### config.mk
export PLATFORM = sky130hd
export DESIGN_NAME = complex_counter
export DESIGN_NICKNAME = d
export VERILOG_FILES = /design/src/rtl/complex_counter.sv
export SDC_FILE = /design/constraint.sdc
export NUM_CORES = 1
export LEC_CHECK = 0
export CAP_MARGIN = 10
export CORE_AREA = 4 4 41 43
export CTS_CLUSTER_DIAMETER = 60
export DETAILED_ROUTE_END_ITERATION = 10
export DIE_AREA = 0 0 45 47
export GPL_ROUTABILITY_DRIVEN = 0
export PLACE_DENSITY = 0.36
export SYNTH_ARGS = -nofsm -noshare
export SYNTH_HDL_FRONTEND = slang
export SYNTH_SLANG_ARGS = --single-unit
### constraint.sdc
create_clock -name Clk -period 3.05 [get_ports Clk]
set_clock_uncertainty 0.1 [all_clocks]
set_input_delay 0.4575 -clock Clk [delete_from_list [all_inputs] [get_ports Clk]]
set_output_delay 0.4575 -clock Clk [all_outputs]
set_load 0.005 [all_outputs]
### src/rtl/complex_counter.sv
// 3-bit counter stepping in binary or reflected Gray order, mode chosen per edge by M.
// Count is a plain register; the successor is always computed from its present value.
module complex_counter (
   input  logic       Clk,
   input  logic       nReset,
   input  logic       M,
   output logic [2:0] Count
);

   logic [2:0] count_q;
   logic [2:0] count_d;
   logic [2:0] bin_next;
   logic [2:0] gray_next;

   assign bin_next = count_q + 3'd1;

   // Full 8-entry table so every state has a successor; no lockup is possible.
   always_comb begin
      gray_next = 3'b000;
      unique case (count_q)
         3'b000:  gray_next = 3'b001;
         3'b001:  gray_next = 3'b011;
         3'b011:  gray_next = 3'b010;
         3'b010:  gray_next = 3'b110;
         3'b110:  gray_next = 3'b111;
         3'b111:  gray_next = 3'b101;
         3'b101:  gray_next = 3'b100;
         3'b100:  gray_next = 3'b000;
         default: gray_next = 3'b000;
      endcase
   end

   always_comb begin
      count_d = count_q;
      if (nReset) begin
         count_d = 3'b000;
      end else if (M) begin
         count_d = gray_next;
      end else begin
         count_d = bin_next;
      end
   end

   // The nReset port is active high despite its name.
   always_ff @(posedge Clk) begin
      count_q <= count_d;
   end

   assign Count = count_q;

endmodule

## Yosys cells after proc, flatten, opt, wreduce, memory -nomap -nowiden

Memories as Yosys holds them, arrays and structs flattened. A register that Yosys moved wholly into a read port is not among the register bits.
Index checks and enable logic that the tools add are counted.

| word-level totals | value |
|---|---|
| register bits | 3 |
| bits in read-only memories | 24 |
| bits of input ports | 3 |
| output and inout port bits | 3 |
| word-level logic and storage cells | 5 |
| memories kept | 1 |

Memories:

| memory | words | width | rd ports | clocked after Yosys merged registers in | write ports | RTL line | RTL |
|---|---|---|---|---|---|---|---|
| (no name shown) | 8 | 3 | 1 | 1 | 0 | 20 | `unique case (count_q)` |

| operators by class | value |
|---|---|
| add/subtract/negate cells | 1 |
| mux-type cells | 2 |

Operator list:

| cell | count |
|---|---|
| 3-bit 2-to-1 mux | 2 |
| 3-bit by 1-bit adder with 3-bit output (second input constant) | 1 |

## Longest topological paths before layout

| depth | value |
|---|---|
| depth after elaboration | 3 |
| gate-level depth with buffers | 4 |
| gate-level depth less buffers | 4 |

## Worst setup path before layout

OpenSTA, ideal clock, no wires.

| timing | value |
|---|---|
| kind | reg2reg |
| start point | reg count_q[0] (netlist: Count[0]) |
| end point | reg gray_next[0] (netlist name) |
| library setup time | 0.124 ns |
| data arrival time | 1.217 ns |
| required time | 2.826 ns |
| path slack | 1.609 ns |
| cell stages (with the launch flop) | 5 |
| path buffers | 0 |
| clock period less this slack | 1.441 ns |
| cells stage by stage | dfxtp_1 -> ha_1 -> xor2_1 -> and3b_1 -> a2111o_1 |

| on the way | value |
|---|---|
| word-level cells in the longest chain between the ends | 3 |

Ends and longest elaborated chain:

| element | RTL line | RTL |
|---|---|---|
| start, declared | 10 | `logic [2:0] count_q;` |
| start signal, assigned | 46 | `count_q <= count_d;` |
| 3-bit by 1-bit adder with 3-bit output | 15 | `assign bin_next = count_q + 3'd1;` |
| 3-bit 2-to-1 mux | 37 | `end else if (M) begin` |
| 3-bit 2-to-1 mux (no source line) | - |  |

Every way passes these cells.
A chain may end at the register's enable or synchronous reset.

## Worst setup path in the final report

| timing | value |
|---|---|
| start point | in M |
| end point | reg gray_next[1] (netlist name) |

| on the way | value |
|---|---|
| word-level cells in the longest chain between the ends | 2 |

Ends and longest elaborated chain:

| element | RTL line | RTL |
|---|---|---|
| start, declared | 6 | `input logic M,` |
| 3-bit 2-to-1 mux | 37 |  |
| 3-bit 2-to-1 mux (no source line) | - |  |

Every way passes these cells.

==> summary.txt <==
outcome: finished, final reports clean
Cell Area, Placed: 333 um2
fin crit period: 1740 ps
CORE AREA: 1300 um2
Switching Share: 26.4%
finished layout cell area: 355 um2
row cnt: 13
CP Launch Point: M
combinational power share: 21.4%
Reg clk slew, reported paths: 50 ps
peak supply drop: 0.000153 V
setup_tns: 0 ps
Final Hold Fails: 0
routed len/inst: 12.0 um
Hold Worst Slack: 436 ps
clock buffer depth: 2
clock sinks: 6
pre-CTS setup slack: 1100 ps
ANT nets after route: 0
RSZ-0062 raised after global routing: false
CTS H-tree lvls: 1
fin crit share: 57.1%
Ports: 6
Post-Synthesis Cells: 26
Post-Syn Area: 275 um2
Reg power frac: 45.4%
pin count of the biggest net entering global routing: 12
DRT Wirelength: 574 um
wl on met1: 239 um
Worst Tran Pin Value: 357 ps
r2r startpoint: Count[0]
share of cells above drive strength 1: 12.1%
clock share of power: 33.3%
Initial Util: 21.2%
cts repair resizes: 0
Post-Syn Area per Cell: 10.6 um2
TritonCTS Buffers: 3
Clock Root Buffer: clkbuf_4
vias per inst: 4.69
critical path class: in -> reg
register area share after synthesis: 43.6%
most common cell after layout, fill and taps aside: dfxtp_1
first-pass GRT wire length: 966 um
Die Height: 47 um
arrival time at the worst endpoint: 1780 ps
Met3 Wirelength: 6 um
final slew viol count: 0
Hold Crit Class: reg -> reg
Worst Hold Launch: gray_next[2]
Area growth syn-to-layout: 29.1%
CP Capture Type: flip-flop
drt first pass iters: 4
Int Pwr: 0.000159 W
Worst Path Required: 3090 ps
Netlist cell types: 16
1st-iter DRT viols: 6
die width: 45 um
vias in the first global route: 221
most frequent cells in the layout: 6 x dfxtp_1, 5 x clkdlybuf4s50_1, 4 x nor2_1
gr ovfl total: 0
Yosys reg bits: 6
Top Metal Used: met3
# nets final: 39
Setup crit start kind: input pin
die area: 2120 um2
Post-Syn Nets: 30
Ys Warns: 0
CTS tree: done
power density cells: 607 nW/um2
crit-path max FO: 11
Post-CTS Setup Bufs: 0
Via Count: 225
DRC Markers: 0
GRT Resource Usage Total: 6.33%
clock latency on the worst-skew pair: 240 ps
fill count: 150
P_sw: 0.0000570 W
initial antenna violation count: 0
normalized max-slew margin: 76.2%
leakage: 0.148 nW
final worst slack: 1310 ps
hpwl dp: 415 um
WL met2: 327 um
fin util: 27.3%
final setup vio count: 0
# hold bufs at CTS: 0
max-cap violation count: 0
diodes inserted: 0
PortBufs: 5
fmax: 0.574 GHz
## cell type report
cell class	instances	area, um2	area share [%]
clock buffers	3	22.5	6.34
multi-input cells	19	144	40.5
repair buffers	5	50.0	14.1
well taps	15	18.8	5.28
flip-flops and latches	6	120	33.8
## worst max-delay path: stages
cell and delay (ps):
clkdlybuf4s50_1 680, nor2_1 130, a2111o_1 400, o311ai_1 110
## path summary, 6_finish.rpt
path	end	depth (start not counted)	slack [ps]
max	gray_next[1]	4	1310
min reg2reg	gray_next[1]	1	440
max reg2reg	gray_next[0]	4	1560
min	gray_next[1]	1	440
## synth_stat cells
cell type  instances  area share, %
o41ai_2            1            5.9
mux2i_1            1            3.6
nor2b_1            1            2.3
nor3_1             2            3.6
buf_6              1            4.1
nand2_1            1            1.4
ha_1               1            4.5
or4_1              1            2.7
nor2_1             4            5.5
o311ai_1           1            3.2
a21oi_1            1            1.8
xnor2_1            1            3.2
dfxtp_1            6             44
a2111o_1           2            8.2
xor2_1             1            3.2
and3b_1            1            3.2
## per-stage QoR
step / power (W) / instances
final: 0.000216 / 48
after detailed placement: 0.000145 / 45
after CTS: 0.000219 / 48
after global routing: 0.000228 / 48
after global placement: 0.000145 / 45
after floorplan: 0.000127 / 26
## registers in the layout, summed over array words and instances, names as in the netlist
signal / cells
gray_next: 3
Count: 3
## power groups by stage
stage / logic [W] / registers (W) / clock network, W
CTS: 0.0000463 / 0.0000978 / 0.0000747
global placement: 0.0000453 / 0.0000995 / 0
detailed placement: 0.0000456 / 0.0000989 / 0
floorplan: 0.0000288 / 0.0000979 / 0
finish: 0.0000461 / 0.0000978 / 0.0000717
global route: 0.0000511 / 0.0000989 / 0.0000781
## routing by layer
metal  track usage (%)  vias to the layer above
met5                 0                        -
met4              5.26                        0
met3              1.15                        0
met2              10.2                        2
met1              7.32                      111
li1                  -                      112
## logic make-up after synthesis
group / count (synthesis) / share of synthesized area [%]
DFF: 6 / 43.6
xor gates and xnor gates: 2 / 6.36
and+or+nand+nor: 10 / 18.6
muxes: 1 / 3.64
buffers and inverters: 1 / 4.09
adders and majority gates: 1 / 4.54
AOI/OAI and AO/OA: 5 / 19.1
No activity file was read; power rests on OpenSTA's default activity.
